[src/rtl/somador_sequencial.sv]
`default_nettype none
// ============================================================================
// Module   : somador_sequencial
// Purpose  : Digit-serial adder/subtractor. Operands of WIDTH bits are
//            processed DIGIT bits per clock through a DIGIT-bit ripple-carry
//            slice, with the carry registered between digits. The result takes
//            N = WIDTH/DIGIT RUN cycles and is announced by a one-cycle done.
// Ports    : clock_i     - rising-edge clock
//            reset_i     - asynchronous active-high reset
//            start_i     - request a new operation (ignored while busy)
//            sub_i       - 0: a+b+cin, 1: a-b-cin (cin acts as borrow-in)
//            a_i, b_i    - operands, captured with start
//            cin_i       - carry/borrow in, captured with start
//            busy_o      - operation in progress
//            done_o      - one-cycle pulse, result newly valid
//            sum_o       - result modulo 2^WIDTH
//            cout_o      - carry out of the MSB (sub: 1 = no borrow)
//            overflow_o  - two's-complement signed overflow
// Revision : 1.0 - initial release
// ============================================================================
module somador_sequencial #(
    parameter int WIDTH = 16,
    parameter int DIGIT = 4
) (
    input  logic             clock_i,
    input  logic             reset_i,
    input  logic             start_i,
    input  logic             sub_i,
    input  logic [WIDTH-1:0] a_i,
    input  logic [WIDTH-1:0] b_i,
    input  logic             cin_i,
    output logic             busy_o,
    output logic             done_o,
    output logic [WIDTH-1:0] sum_o,
    output logic             cout_o,
    output logic             overflow_o
);

    localparam int N     = WIDTH / DIGIT;
    localparam int CNT_W = (N > 1) ? $clog2(N) : 1;

    typedef enum logic [1:0] {
        IDLE = 2'd0,
        RUN  = 2'd1,
        DONE = 2'd2
    } state_t;

    state_t             state_q;
    logic [WIDTH-1:0]   a_q;
    logic [WIDTH-1:0]   b_q;        // already inverted in subtract mode
    logic               carry_q;
    logic [CNT_W-1:0]   cnt_q;
    logic [WIDTH-1:0]   sum_q;
    logic               cout_q;
    logic               ovf_q;
    logic               busy_q;
    logic               done_q;

    // Digit slice outputs
    logic [DIGIT-1:0]   slice_sum;
    logic               slice_cmsb;  // carry into the slice's top bit
    logic               slice_cout;  // carry out of the slice's top bit
    logic [WIDTH-1:0]   res_d;       // result with the current digit on top
    logic               last_digit;

    // Ripple-carry slice over the lowest digit of the shifting operands.
    always_comb begin
        logic c;
        c          = carry_q;
        slice_sum  = '0;
        slice_cmsb = 1'b0;
        for (int j = 0; j < DIGIT; j++) begin
            slice_sum[j] = a_q[j] ^ b_q[j] ^ c;
            if (j == DIGIT - 1) begin
                slice_cmsb = c;
            end
            c = (a_q[j] & b_q[j]) | (c & (a_q[j] ^ b_q[j]));
        end
        slice_cout = c;
    end

    assign last_digit = (cnt_q == CNT_W'(N - 1));

    // Result shift register: new digits enter at the top, so after N digits
    // digit 0 sits at the bottom. Only the WIDTH-DIGIT bits that survive to
    // the final cycle need storage; the newest digit comes straight from the
    // slice.
    generate
        if (N > 1) begin : g_res_shift
            logic [WIDTH-DIGIT-1:0] res_q;

            assign res_d = {slice_sum, res_q};

            always_ff @(posedge clock_i or posedge reset_i) begin
                if (reset_i) begin
                    res_q <= '0;
                end else if (state_q == RUN) begin
                    res_q <= res_d[WIDTH-1:DIGIT];
                end
            end
        end else begin : g_res_single
            assign res_d = slice_sum;
        end
    endgenerate

    always_ff @(posedge clock_i or posedge reset_i) begin
        if (reset_i) begin
            state_q <= IDLE;
            a_q     <= '0;
            b_q     <= '0;
            carry_q <= 1'b0;
            cnt_q   <= '0;
            sum_q   <= '0;
            cout_q  <= 1'b0;
            ovf_q   <= 1'b0;
            busy_q  <= 1'b0;
            done_q  <= 1'b0;
        end else begin
            case (state_q)
                IDLE, DONE: begin
                    if (start_i) begin
                        // Subtraction as a + ~b + ~cin: borrow-in becomes an
                        // inverted carry-in.
                        a_q     <= a_i;
                        b_q     <= sub_i ? ~b_i : b_i;
                        carry_q <= sub_i ^ cin_i;
                        cnt_q   <= '0;
                        state_q <= RUN;
                        busy_q  <= 1'b1;
                        done_q  <= 1'b0;
                    end else begin
                        state_q <= IDLE;
                        busy_q  <= 1'b0;
                        done_q  <= 1'b0;
                    end
                end
                RUN: begin
                    a_q     <= a_q >> DIGIT;
                    b_q     <= b_q >> DIGIT;
                    carry_q <= slice_cout;
                    cnt_q   <= cnt_q + CNT_W'(1);
                    if (last_digit) begin
                        sum_q   <= res_d;
                        cout_q  <= slice_cout;
                        ovf_q   <= slice_cmsb ^ slice_cout;
                        state_q <= DONE;
                        busy_q  <= 1'b0;
                        done_q  <= 1'b1;
                    end
                end
                default: begin
                    state_q <= IDLE;
                    busy_q  <= 1'b0;
                    done_q  <= 1'b0;
                end
            endcase
        end
    end

    assign busy_o     = busy_q;
    assign done_o     = done_q;
    assign sum_o      = sum_q;
    assign cout_o     = cout_q;
    assign overflow_o = ovf_q;

endmodule
`default_nettype wire

[config.mk]
export PLATFORM = sky130hd
export DESIGN_NAME = somador_sequencial
export DESIGN_NICKNAME = d
export VERILOG_FILES = /design/src/rtl/somador_sequencial.sv
export SDC_FILE = /design/constraint.sdc
export NUM_CORES = 1
export LEC_CHECK = 0
export CAP_MARGIN = 20
export CORE_AREA = 2 2 89 91
export CTS_CLUSTER_DIAMETER = 60
export DETAILED_ROUTE_END_ITERATION = 8
export DIE_AREA = 0 0 91 93
export PLACE_DENSITY = 0.74
export SETUP_SLACK_MARGIN = 0.2
export SLEW_MARGIN = 25
export SYNTH_ARGS = -nofsm -noshare
export SYNTH_HDL_FRONTEND = slang
export SYNTH_SLANG_ARGS = --single-unit
[constraint.sdc]
create_clock -name clock_i -period 2.1 [get_ports clock_i]
set_input_delay 0.525 -clock clock_i [delete_from_list [all_inputs] [get_ports clock_i]]
set_output_delay 0.525 -clock clock_i [all_outputs]
set_load 0.02 [all_outputs]
* After elaboration in Yosys (flattened, before gate mapping)
Cells that the tools add are included.
** Cells by class
- Add/subtract/negate cells :: 1
- Equal/unequal tests :: 5
- Mux-type cells :: 17
- Reductions and logical operators :: 5
- Bitwise operators :: 23
** Operators by type and width (count)
- case mux 16 bit (2 select lines) :: 2
- 2-to-1 mux 16 bit :: 3
- NOT 16 bit :: 1
- XOR 1 bit :: 10
- AND 1 bit :: 8
- case mux 2 bit (2 select lines) :: 2
- 2-to-1 mux 1 bit :: 6
- equality test 2 bit (second input constant) :: 2
- 2-to-1 mux 2 bit :: 2
- != test 2 bit (second input constant) :: 2
- OR 1 bit :: 4
- case mux 1 bit (2 select lines) :: 2
- AND reduction 2 bit :: 2
- adder 2 x 1 -> 2 bit (second input constant) :: 1
- equality test 2 x 1 -> 1 bit (second input constant) :: 1
- logical NOT 2 bit :: 1
- nonzero test 2 bit :: 1
- OR reduction 2 bit :: 1
** Storage, ports and cells
- Output and inout bits :: 20
- Register bits after elaboration :: 69
- Bits of input ports :: 37
- Logic and storage cells :: 62

* Longest topological paths before layout
Gate-level depths: netlist of the first run.
- Depth in word-level cells :: 10
- Gate-level depth with buffers :: 9
- Depth with buffers taken out :: 9

* Worst setup path before layout of the first run
Ideal clock, no wire load.
- Path kind :: register to register
- Start :: register a_q[0]
- End :: register g_res_shift.res_q[11]
- Buffers on the path :: 0
- Data required time :: 2.017 ns
- Period minus slack after synthesis :: 2.129 ns
- Slack :: -0.029 ns
- Arrival time :: 2.046 ns
- Setup time :: 0.083 ns
- Cell stages (with the launch flop) :: 9
- Cells stage by stage :: dfrtp_1 fa_1 inv_1 fa_1 inv_1 fa_1 inv_1 fa_1 o21ai_0
** On the way
- Cells in the longest elaborated chain, start to end :: 8
** RTL lines
- from (decl) :: RTL line 49 : logic [WIDTH-1:0] a_q;
- from (signal assigned) :: RTL line 124 : a_q <= a_i;
- from (signal assigned) :: RTL line 138 : a_q <= a_q >> DIGIT;
- XOR 1 bit :: RTL line 77 : c = (a_q[j] & b_q[j]) | (c & (a_q[j] ^ b_q[j]));
- AND 1 bit :: RTL line 77
- OR 1 bit (*) :: RTL line 77
- AND 1 bit (*) :: RTL line 77
- OR 1 bit (*) :: RTL line 77
- AND 1 bit (*) :: RTL line 77
- OR 1 bit (*) :: RTL line 77
- XOR 1 bit (*) :: RTL line 73 : slice_sum[j] = a_q[j] ^ b_q[j] ^ c;
- to (signal assigned) :: RTL line 98 : res_q <= res_d[WIDTH-1:DIGIT];
- to (decl) :: RTL line 90 : logic [WIDTH-DIGIT-1:0] res_q;
Mark *: on every way between the ends. The rest lies on a longest branch, timed or not.
A chain may end at the register's enable or synchronous reset.

* Final worst setup path of the first run
- Start :: register a_q[0]
- End :: register sum_q[15] (netlist: sum_o[15])
** On the way
- Cells in the longest elaborated chain, start to end :: 8
** RTL lines
- XOR 1 bit :: RTL line 77
- AND 1 bit :: RTL line 77
- OR 1 bit (*) :: RTL line 77
- AND 1 bit (*) :: RTL line 77
- OR 1 bit (*) :: RTL line 77
- AND 1 bit (*) :: RTL line 77
- OR 1 bit (*) :: RTL line 77
- XOR 1 bit (*) :: RTL line 73
- to (signal assigned) :: RTL line 143 : sum_q <= res_d;
- to (decl) :: RTL line 53 : logic [WIDTH-1:0] sum_q;
Marked as above.

==> parameters.txt, run 1 <==
Parameter                              Value

Run status
  Result of the run ... complete, but fails checks
  Violations in the final reports ... setup timing

Clocking
  Clock-pin slew on the worst setup and hold paths ... 0.07 ns
  CTS tree ... built
  Total number of H-tree levels ... 3
  Buffer type at the clock tree root ... clkbuf_8
  CTS Buf Count ... 9
  Clock latency on the worst-skew pair ... 0.34 ns
  Sink Count ... 68
  Number of buffers added to fix hold violations after cts ... 0
  Maximum count of clock buffers along a single path ... 2

Critical path
  Crit path largest cell delay ... 0.44 ns
  Critical Path Most Common Cell ... fa_2
  Crit path cell chain ... fa_2 -> inv_2 -> fa_1 -> inv_1 -> fa_2 -> inv_2 -> fa_2 -> o21ai_1
  Critical Path Start ... a_q[0]$_DFFE_PP0P_
  Reg-to-Reg Start ... a_q[0]$_DFFE_PP0P_
  Startpoint type of the worst setup path ... flop
  Capturing point of the worst reg2reg path ... sum_o[15]$_DFFE_PP0P_
  Register-to-Register Setup Slack ... -0.002 ns
  WP data required ... 2.36 ns
  Slowest cell on the critical path ... fa_2
  WP data arrival ... 2.36 ns
  Register-to-Register Path Depth ... 8
  Crit. End Element ... flop
  Worst setup path class ... reg2reg
  Largest fanout on the critical path ... 2

Logic synthesis
  Number of cells produced by synthesis ... 254
  Syn_area_per_cell ... 11.5 sq um
  Number of unique standard cell types used by synthesis ... 25
  Post-synthesis sequential element count ... 68
  Sequential cell area fraction in the yosys report ... 58.2%
  Top-area cell type share of the netlist area ... 58.2%
  Synthesis Warnings ... 0
  Synth Net Count ... 296
  Largest area contributor in the netlist ... dfrtp_1
  Largest cells by area after synthesis ... dfrtp_1, nand2_1, mux2_2
  Mapped Area ... 2920 sq um

Floorplanning
  Initial Util ... 38.8%
  Floorplan Core Area ... 7530 sq um
  Floorplan die height ... 93 microns
  Area of the die ... 8460 sq um
  I/O pin cnt ... 57
  Number of core rows ... 32
  DIE WIDTH ... 91 microns

GRT
  Pin count of the biggest net entering global routing ... 52
  Global-route usage over all layers ... 14.9%
  Number of antenna violations at the first check in global routing ... 0
  Remaining Overflow, GRT ... 0
  Vias in the first global route ... 2145
  Wire length of the first global-routing pass ... 9.92 mm

STA
  Worst slew margin ... 51.9%
  Setup repair after global routing missed its margin ... yes
  Setup Skew ... 0.00640 ns
  Post-route fraction of the period consumed by the critical path ... 100%
  Slew at the pin closest to its max-slew limit ... 0.721 ns
  Max Clk Rate ... 476 MHz
  Crit path time final ... 2.10 ns
  Hold Violations, Final ... 0
  Final critical-path setup slack ... -0.00186 ns
  Final-report setup violation count ... 1
  Final-layout setup total negative slack ... -0.00186 ns
  Number of pins exceeding their max-slew limit in the final report ... 0

Detailed routing
  Starting DRT DRC Count ... 100
  Drt pass-1 iters ... 4
  Number of vias in the routed layout ... 2082
  Remaining DRCs ... 0
  Average routed wire per standard cell ... 13.5 microns
  Final routed wirelength across all metal layers ... 5.67 mm
  Post-detailed-route via-to-cell ratio ... 4.95
  Antenna-violating nets left ... 0

Cells and area
  Final instance count without filler cells ... 421
  Area of the multi-input gates ... 1100 sq um
  Layout net count ... 356
  Combined flip-flop and latch cell area ... 1700 sq um
  Fillers ... 684
  # diodes ... 0
  Post-Route Utilization ... 51.1%
  Area growth syn-to-layout ... 31.6%
  Proportion of layout cells with a drive suffix above 1 ... 15.7%

Min path
  Destination of the worst hold path ... g_res_shift.res_q[1]$_DFFE_PP0P_
  Worst hold start ... g_res_shift.res_q[1]$_DFFE_PP0P_
  Instance count along the most critical hold path ... 2
  Classification of the worst-slack hold path ... reg2reg

Flow run
  Count of max-cap constraint violations ... 0

Power and ir drop
  Reported leakage power ... 1.74 nW
  Maximum vdd ir drop ... 595 uV
  Power Total ... 0.00580 W
  P per Cell Area ... 1510 nW/um^2

Placement
  Gp weighted congestion ... 0.728
  Number of buffers added on ports ... 56
  Number of placed instances, taps included ... 403
  Post-placement setup slack ... -0.0463 ns
  HPWL after detailed placement ... 3.99 mm
-- worst max-delay path by stage --
stage / slack [ns] / cells after the start / endpoint
floorplan: 0.06 / 8 / g_res_shift.res_q[11]$_DFFE_PP0P_
global placement: -0.31 / 5 / a_q[14]$_DFFE_PP0P_
detailed placement: -0.05 / 8 / g_res_shift.res_q[11]$_DFFE_PP0P_
CTS: -0.01 / 8 / sum_o[15]$_DFFE_PP0P_
global route: -0.09 / 8 / g_res_shift.res_q[11]$_DFFE_PP0P_
finish: -0.002 / 8 / sum_o[15]$_DFFE_PP0P_
-- synth_stat cells, drive strengths merged --
cell type and count:
a221o 14, a22o 9, a22oi 10, buf 13, clkbuf 5, dfrtp 68, fa 4, ha 1
inv 10, mux2 14, nand2 46, nand2b 2, nand3 12, nand3b 1, nor2 13, nor2b 2
nor3 2, o21ai 8, o221ai 1, o31ai 1, xnor2 13, xor2 5
-- area by class of cell --
type,count,share of cell area [%]
clock buffers,12,4.04
multi-input cells,158,28.7
well taps,102,3.32
flip-flops and latches,68,44.3
repair buffers,67,17.4
clock inverters,4,1.24
inverters,10,1.07
-- metal layers --
metal | global-route usage [%] | share of wire, % | vias up
li1 | - | - | 992
met2 | 23.9 | 46 | 64
met1 | 18.7 | 46 | 1017
met4 | 3.79 | 1.1 | 0
met3 | 6.45 | 6.3 | 9
met5 | 0 | 0 | -
-- power breakdown --
group / internal [W] / leakage [nW] / switching, W
Combinational: 0.00118 / 0.786 / 0.00127
Sequential: 0.00191 / 0.856 / 0.000363
Clock: 0.000609 / 0.102 / 0.000465
Total: 0.00370 / 1.74 / 0.00210
-- registers in the layout (all words and copies together), names as in the netlist, 2 cells and up --
signal	cells
state_q	2
cnt_q	2
sum_o	16
g_res_shift.res_q	12
a_q	16
b_q	16
-- placed cells by master (no fill, tap or decap), drive strengths merged, types with 2 or more instances in the layout --
master / n
dfrtp: 68
clkdlybuf4s50: 55
nand2: 46
a221o: 14
mux2: 14
xnor2: 13
nor2: 13
nand3: 12
clkbuf: 12
buf: 11
a22oi: 10
a22o: 9
inv: 9
o21ai: 8
xor2: 5
fa: 4
nand2b: 2
nor2b: 2
nor3: 2
clkinvlp: 2
clkinv: 2
-- worst max-delay path: cells and delay by family, from the launching register on --
family	cells	cell delay [ns]
compound gates	1	0.13
fa+ha+maj	4	1.32
buf+inv	3	0.17
flops	1	0.41
-- cell families after synthesis --
kind of cell    synth area share, %
simple gates                   11.2
flops                          58.2
compound gates                 12.0
buf+inv                        4.63
xor+xnor                       5.40
mux                            5.40
fa+ha+maj                      3.17
-- stage by stage --
| step | cell area, sq um | hold slack (ns) |
|---|---|---|
| final | 3840 | 0.477 |
| after global routing | 3840 | 0.505 |
| after CTS | 3840 | 0.484 |
| after detailed placement | 3620 | 0.466 |
| after global placement | 3620 | 0.458 |
| after floorplan | 2930 | 0.442 |
-- timing repair --
action | in CTS | in global routing
pin swaps | 3 | 3
resized for setup | 7 | 0
buffers inserted | 2 | 0
endpoints found under the setup margin | 6 | 6
(Power assumes the default switching activity.)
==> run 2, diff against run 1 <==
--- a/config.mk
+++ b/config.mk
@@ -6,11 +6,14 @@
 export NUM_CORES = 1
 export LEC_CHECK = 0
 export CAP_MARGIN = 20
-export CORE_AREA = 2 2 89 91
+export CELL_PAD_IN_SITES_DETAIL_PLACEMENT = 0
+export CELL_PAD_IN_SITES_GLOBAL_PLACEMENT = 1
+export CORE_AREA = 2 2 94 96
 export CTS_CLUSTER_DIAMETER = 60
 export DETAILED_ROUTE_END_ITERATION = 8
-export DIE_AREA = 0 0 91 93
-export PLACE_DENSITY = 0.74
+export DIE_AREA = 0 0 96 98
+export PLACE_DENSITY = 0.82
+export REMOVE_ABC_BUFFERS = 1
 export SETUP_SLACK_MARGIN = 0.2
 export SLEW_MARGIN = 25
 export SYNTH_ARGS = -nofsm -noshare
==> parameters.txt, run 2 (synthesis gave the netlist of run 1 again) <==
Parameter                              Value

Clocking
  Sink Count ... 68 (unchanged)
  Clock latency on the worst-skew pair ... 0.34 ns (about the same)
  Maximum count of clock buffers along a single path ... 2 (unchanged)
  Buffer type at the clock tree root ... clkbuf_8 (unchanged)
  Clock-pin slew on the worst setup and hold paths ... 0.06 ns (was 0.07 ns)
  Total number of H-tree levels ... 3 (unchanged)
  CTS tree ... built (unchanged)
  CTS Buf Count ... 9 (unchanged)

Min path
  Worst hold start ... g_res_shift.res_q[2]$_DFFE_PP0P_ (was g_res_shift.res_q[1]$_DFFE_PP0P_)
  Classification of the worst-slack hold path ... reg2reg (unchanged)
  Instance count along the most critical hold path ... 2 (unchanged)
  Destination of the worst hold path ... g_res_shift.res_q[2]$_DFFE_PP0P_ (was g_res_shift.res_q[1]$_DFFE_PP0P_)

STA
  Slew at the pin closest to its max-slew limit ... 0.360 ns (was 0.721 ns)
  Post-route fraction of the period consumed by the critical path ... 100% (about the same)
  Final-layout setup total negative slack ... -0.00628 ns (was -0.00186 ns)
  Final critical-path setup slack ... -0.00628 ns (was -0.00186 ns)
  Final-report setup violation count ... 1 (unchanged)
  Crit path time final ... 2.11 ns (was 2.10 ns)
  Number of pins exceeding their max-slew limit in the final report ... 0 (unchanged)
  Max Clk Rate ... 475 MHz (was 476 MHz)
  Setup Skew ... 0.00877 ns (was 0.00640 ns)
  Worst slew margin ... 76.0% (was 51.9%)
  Worst-case hold slack ... 0.468 ns (was 0.477 ns)
  Hold Violations, Final ... 0 (unchanged)
  Setup repair after global routing missed its margin ... yes (unchanged)

Detailed routing
  Final routed wirelength across all metal layers ... 5.87 mm (was 5.67 mm)
  Drt pass-1 iters ... 4 (unchanged)
  Remaining DRCs ... 0 (unchanged)
  Antenna-violating nets left ... 0 (unchanged)
  Starting DRT DRC Count ... 107 (was 100)
  Average routed wire per standard cell ... 13.7 microns (was 13.5 microns)
  Post-detailed-route via-to-cell ratio ... 4.84 (was 4.95)
  Number of vias in the routed layout ... 2073 (was 2082)

Cells and area
  Proportion of layout cells with a drive suffix above 1 ... 15.3% (was 15.7%)
  Final instance count without filler cells ... 428 (was 421)
  Commonest non-fill, non-tap cell in the layout ... dfrtp_1 (unchanged)
  Layout net count ... 358 (was 356)
  Final instance area ... 3880 sq um (was 3840 sq um)
  Most frequent cells in the layout ... dfrtp_1, clkdlybuf4s50_1, nand2_1 (unchanged)
  Fillers ... 810 (was 684)
  Area growth syn-to-layout ... 32.7% (was 31.6%)
  # diodes ... 0 (unchanged)

Floorplanning
  DIE WIDTH ... 96 microns (was 91 microns)
  Area of the die ... 9410 sq um (was 8460 sq um)
  Initial Util ... 34.5% (was 38.8%)
  Floorplan Core Area ... 8470 sq um (was 7530 sq um)
  I/O pin cnt ... 57 (unchanged)
  Number of core rows ... 34 (was 32)
  Floorplan die height ... 98 microns (was 93 microns)

Power and ir drop
  Switching power ... 0.00210 W (about the same)
  Maximum vdd ir drop ... 535 uV (was 595 uV)
  Switching power share of the total ... 36.0% (was 36.2%)
  Cell internal pwr ... 0.00373 W (was 0.00370 W)
  P per Cell Area ... 1500 nW/um^2 (was 1510 nW/um^2)
  Reported leakage power ... 1.81 nW (was 1.74 nW)
  Fraction of power consumed by sequential logic ... 38.8% (was 39.3%)
  Power share of the combinational group ... 43.7% (was 42.2%)
  Part of the total power dissipated in the clock network ... 17.5% (was 18.5%)

Critical path
  Register-to-Register Setup Slack ... -0.006 ns (was -0.002 ns)
  Crit. End Element ... flop (unchanged)
  WP data arrival ... 2.37 ns (was 2.36 ns)
  Reg-to-Reg Start ... a_q[0]$_DFFE_PP0P_ (unchanged)
  Largest fanout on the critical path ... 2 (unchanged)
  WP data required ... 2.36 ns (about the same)
  Capturing point of the worst reg2reg path ... g_res_shift.res_q[11]$_DFFE_PP0P_ (was sum_o[15]$_DFFE_PP0P_)
  Worst setup path class ... reg2reg (unchanged)
  Startpoint type of the worst setup path ... flop (unchanged)
  Register-to-Register Path Depth ... 8 (unchanged)

Placement
  Number of placed instances, taps included ... 411 (was 403)
  Number of buffers added on ports ... 56 (unchanged)
  HPWL after detailed placement ... 3.84 mm (was 3.99 mm)
  Gp weighted congestion ... 0.749 (was 0.728)
  Placement-stage cell area ... 3650 sq um (was 3620 sq um)

GRT
  Global-route usage over all layers ... 13.8% (was 14.9%)
  Number of antenna violations at the first check in global routing ... 0 (unchanged)
  Remaining Overflow, GRT ... 0 (unchanged)
  Wire length of the first global-routing pass ... 10.0 mm (was 9.92 mm)
  Pin count of the biggest net entering global routing ... 69 (was 52)
  Vias in the first global route ... 2127 (was 2145)

Run status
  Result of the run ... complete, but fails checks (unchanged)
  Violations in the final reports ... setup timing (unchanged)

Flow run
  Count of max-cap constraint violations ... 0 (unchanged)
[run 2: cell count changes in the layout (fill, tap and decap cells not counted)]
cell | before | now
buf_12 | 2 | 4
clkbuf_1 | 1 | 3
clkbuf_8 | 11 | 10
clkdlybuf4s50_1 | 55 | 52
clkinv_2 | 2 | 1
clkinvlp_4 | 2 | 0
dlygate4sd2_1 | 1 | 0
dlymetal6s2s_1 | 0 | 4
inv_1 | 7 | 6
inv_2 | 2 | 4
nor2_1 | 12 | 13
nor2_2 | 1 | 0
[run 2: worst max path at each step]
| stage | end | cells after the start | startpoint |
|---|---|---|---|
| finish | g_res_shift.res_q[11]$_DFFE_PP0P_ | 8 | a_q[0]$_DFFE_PP0P_ |
| global route | sum_o[15]$_DFFE_PP0P_ | 8 | a_q[0]$_DFFE_PP0P_ |
| CTS | g_res_shift.res_q[11]$_DFFE_PP0P_ | 8 | a_q[0]$_DFFE_PP0P_ |
| detailed placement | g_res_shift.res_q[11]$_DFFE_PP0P_ | 8 | a_q[0]$_DFFE_PP0P_ |
| global placement | sum_o[15]$_DFFE_PP0P_ | 8 | a_q[0]$_DFFE_PP0P_ |
| floorplan | b_q[0]$_DFFE_PP0P_ | 3 | state_q[1]$_DFFE_PP0P_ |
[run 2: metal layers]
layer / global-route usage [%] / wire (microns) / vias up
met5: 0 / 0 / -
met4: 3.96 / 79 / 0
met3: 5.09 / 357 / 7
met2: 22.1 / 2770 / 67
met1: 17.5 / 2660 / 1003
li1: - / - / 996
[run 2: power groups by stage]
| stage | logic [W] | clock network [W] | registers [W] |
|---|---|---|---|
| after floorplan | 0.00132 | 0 | 0.00241 |
| after global placement | 0.00242 | 0 | 0.00226 |
| after detailed placement | 0.00249 | 0 | 0.00229 |
| after CTS | 0.00256 | 0.00105 | 0.00227 |
| after global routing | 0.00286 | 0.00111 | 0.00233 |
| final | 0.00254 | 0.00102 | 0.00226 |
[run 2: repair_timing]
action,CTS,global route
cloned,0,0
pin swaps,5,2
setup buffers,1,1
endpoints found under the setup margin,6,10
gates resized for setup,9,6
hold buffers,0,0
[run 2: layout make-up]
cell class	count	area, sq um	area share [%]
Clock buffer	13	149	3.84
Clock inverter	2	35.0	0.904
Timing Repair Buffer	69	718	18.5
Tap cell	108	135	3.49
Sequential cell	68	1700	43.9
Multi-Input combinational cell	158	1100	28.4
Inverter	10	37.5	0.968
[run 2: per-stage QoR]
| step | setup slack [ns] | total power (W) | utilization, % |
|---|---|---|---|
| after floorplan | -0.791 | 0.00373 | - |
| after global placement | -0.0624 | 0.00468 | 43.2 |
| after detailed placement | -0.114 | 0.00478 | 43.2 |
| after CTS | -0.00567 | 0.00588 | 45.5 |
| after global routing | -0.0884 | 0.00630 | 45.8 |
| final | -0.00628 | 0.00582 | 45.8 |
[run 2: critical path, cell delays in order, from the launching register on]
cell	delay (ns)
dfrtp_1	0.41
fa_2	0.39
inv_2	0.06
fa_1	0.16
inv_2	0.04
fa_2	0.34
inv_2	0.07
fa_2	0.44
o21ai_1	0.12
==> run 3, diff against run 2 <==
--- a/config.mk
+++ b/config.mk
@@ -8,10 +8,10 @@
 export CAP_MARGIN = 20
 export CELL_PAD_IN_SITES_DETAIL_PLACEMENT = 0
 export CELL_PAD_IN_SITES_GLOBAL_PLACEMENT = 1
-export CORE_AREA = 2 2 94 96
+export CORE_AREA = 2 2 77 116
 export CTS_CLUSTER_DIAMETER = 60
 export DETAILED_ROUTE_END_ITERATION = 8
-export DIE_AREA = 0 0 96 98
+export DIE_AREA = 0 0 79 118
 export PLACE_DENSITY = 0.82
 export REMOVE_ABC_BUFFERS = 1
 export SETUP_SLACK_MARGIN = 0.2
==> parameters.txt, run 3 (synthesis gave the netlist of run 1 again) <==
Parameter                              Value

STA
  Crit path time final ... 2.14 ns (was 2.11 ns)
  Max Clk Rate ... 467 MHz (was 475 MHz)
  Worst slew margin ... 68.9% (was 76.0%)
  Worst-case hold slack ... 0.467 ns (was 0.468 ns)
  Final-layout setup total negative slack ... -0.0658 ns (was -0.00628 ns)
  Hold Violations, Final ... 0 (unchanged)
  Final critical-path setup slack ... -0.0430 ns (was -0.00628 ns)
  Final-report setup violation count ... 2 (was 1)
  Number of pins exceeding their max-slew limit in the final report ... 0 (unchanged)
  Setup Skew ... 0.00616 ns (was 0.00877 ns)
  Post-route fraction of the period consumed by the critical path ... 102% (was 100%)
  Slew at the pin closest to its max-slew limit ... 0.467 ns (was 0.360 ns)
  Setup repair after global routing missed its margin ... yes (unchanged)

Clocking
  Sink Count ... 68 (unchanged)
  Clock latency on the worst-skew pair ... 0.32 ns (was 0.34 ns)
  Total number of H-tree levels ... 3 (unchanged)
  Clock-pin slew on the worst setup and hold paths ... 0.05 ns (was 0.06 ns)
  CTS Buf Count ... 9 (unchanged)
  Buffer type at the clock tree root ... clkbuf_16 (was clkbuf_8)
  CTS tree ... built (unchanged)
  Maximum count of clock buffers along a single path ... 2 (unchanged)

Floorplanning
  Floorplan Core Area ... 8310 sq um (was 8470 sq um)
  Area of the die ... 9320 sq um (was 9410 sq um)
  DIE WIDTH ... 79 microns (was 96 microns)
  Number of core rows ... 41 (was 34)
  Floorplan die height ... 118 microns (was 98 microns)
  I/O pin cnt ... 57 (unchanged)
  Initial Util ... 35.2% (was 34.5%)

Critical path
  WP data arrival ... 2.39 ns (was 2.37 ns)
  WP data required ... 2.35 ns (was 2.36 ns)
  Startpoint type of the worst setup path ... flop (unchanged)
  Crit. End Element ... flop (unchanged)
  Largest fanout on the critical path ... 2 (unchanged)
  Reg-to-Reg Start ... carry_q$_DFFE_PP0P_ (was a_q[0]$_DFFE_PP0P_)
  Worst setup path class ... reg2reg (unchanged)
  Critical Path Start ... carry_q$_DFFE_PP0P_ (was a_q[0]$_DFFE_PP0P_)

Detailed routing
  Average routed wire per standard cell ... 13.4 microns (was 13.7 microns)
  Antenna-violating nets left ... 0 (unchanged)
  Number of vias in the routed layout ... 2067 (was 2073)
  Final routed wirelength across all metal layers ... 5.78 mm (was 5.87 mm)
  Post-detailed-route via-to-cell ratio ... 4.81 (was 4.84)
  Drt pass-1 iters ... 4 (unchanged)
  Starting DRT DRC Count ... 118 (was 107)
  Remaining DRCs ... 0 (unchanged)

GRT
  Routing layer with the top usage in global route ... met2 (unchanged)
  Vias in the first global route ... 2082 (was 2127)
  GR Layer Usage met1 ... 16.2% (was 17.5%)
  GR met2 Demand/Resource ... 21.5% (was 22.1%)
  Number of antenna violations at the first check in global routing ... 0 (unchanged)
  Met3 global-route usage ... 4.37% (was 5.09%)
  Remaining Overflow, GRT ... 0 (unchanged)
  Wire length of the first global-routing pass ... 9.74 mm (was 10.0 mm)
  Global-route usage over all layers ... 13.4% (was 13.8%)
  Pin count of the biggest net entering global routing ... 69 (unchanged)

Min path
  Worst hold start ... g_res_shift.res_q[1]$_DFFE_PP0P_ (was g_res_shift.res_q[2]$_DFFE_PP0P_)
  Classification of the worst-slack hold path ... reg2reg (unchanged)

Power and ir drop
  Power Total ... 0.00620 W (was 0.00582 W)
  Power share of the combinational group ... 41.2% (was 43.7%)
  Part of the total power dissipated in the clock network ... 22.5% (was 17.5%)
  Fraction of power consumed by sequential logic ... 36.3% (was 38.8%)
  P per Cell Area ... 1560 nW/um^2 (was 1500 nW/um^2)
  Reported leakage power ... 1.83 nW (was 1.81 nW)
  Maximum vdd ir drop ... 589 uV (was 535 uV)
  Switching power ... 0.00213 W (was 0.00210 W)
  Cell internal pwr ... 0.00407 W (was 0.00373 W)
  Switching power share of the total ... 34.4% (was 36.0%)

Placement
  Gp weighted congestion ... 0.745 (was 0.749)
  HPWL after detailed placement ... 3.88 mm (was 3.84 mm)
  Number of buffers added on ports ... 56 (unchanged)
  Placement-stage cell area ... 3650 sq um (about the same)

Cells and area
  Most frequent cells in the layout ... dfrtp_1, clkdlybuf4s50_1, nand2_1 (unchanged)
  Post-Route Utilization ... 47.9% (was 45.8%)
  Area growth syn-to-layout ... 36.3% (was 32.7%)
  Layout net count ... 360 (was 358)
  Final instance area ... 3980 sq um (was 3880 sq um)
  # diodes ... 0 (unchanged)
  Fillers ... 802 (was 810)
  Commonest non-fill, non-tap cell in the layout ... dfrtp_1 (unchanged)
  Proportion of layout cells with a drive suffix above 1 ... 16.1% (was 15.3%)

Run status
  Violations in the final reports ... setup timing (unchanged)
  Result of the run ... complete, but fails checks (unchanged)

Flow run
  Count of max-cap constraint violations ... 0 (unchanged)
## run 3: critical path, stage by stage, from the launching register on
cell and delay (ns):
dfrtp_1 0.41, fa_2 0.39, inv_2 0.06, fa_1 0.17
inv_2 0.04, fa_2 0.34, inv_2 0.07, fa_2 0.44
o21ai_1 0.14
## run 3: layout make-up
type	instances	area (sq um)	share of cell area (%)
Inverter	10	37.5	0.943
Multi-Input combinational cell	158	1100	27.6
Timing Repair Buffer	71	726	18.2
Clock buffer	15	278	6.97
Clock inverter	1	5.00	0.126
Sequential cell	68	1700	42.7
Tap cell	107	134	3.36
## run 3: final timing paths
kind | to | slack, ns | depth (start not counted)
min reg2reg | g_res_shift.res_q[1]$_DFFE_PP0P_ | 0.47 | 2
min in group asynchronous | sum_o[5]$_DFFE_PP0P_ | 0.58 | 3
max in group asynchronous | state_q[1]$_DFFE_PP0P_ | 1.22 | 3
max | sum_o[15]$_DFFE_PP0P_ | -0.04 | 8
min | g_res_shift.res_q[1]$_DFFE_PP0P_ | 0.47 | 2
max reg2reg | sum_o[15]$_DFFE_PP0P_ | -0.04 | 8
## run 3: metrics by stage
stage	std cells	setup WS (ns)
global placement	410	-0.0561
floorplan	236	-0.791
detailed placement	410	-0.155
CTS	426	-0.0441
global route	430	-0.113
finish	430	-0.0430
## run 3: power groups by stage
stage / clock (W) / combinational [W] / sequential, W
2_1_floorplan: 0 / 0.00132 / 0.00241
3_3_place_gp: 0 / 0.00241 / 0.00226
3_5_place_dp: 0 / 0.00247 / 0.00228
4_1_cts: 0.00142 / 0.00255 / 0.00226
5_1_grt: 0.00149 / 0.00285 / 0.00233
6_report: 0.00140 / 0.00255 / 0.00225
## run 3: timing repair
item / in CTS / in global routing
pin swaps: 4 / 3
setup endpoints to repair: 6 / 7
buffers inserted: 0 / 4
hold buffers: 0 / 0
gates resized for setup: 9 / 3
## run 3: metal layers
layer	wire length, microns	share of wire (%)
met1	2450	42
met3	325	5.6
met2	2910	50
met5	0	0
met4	99	1.7
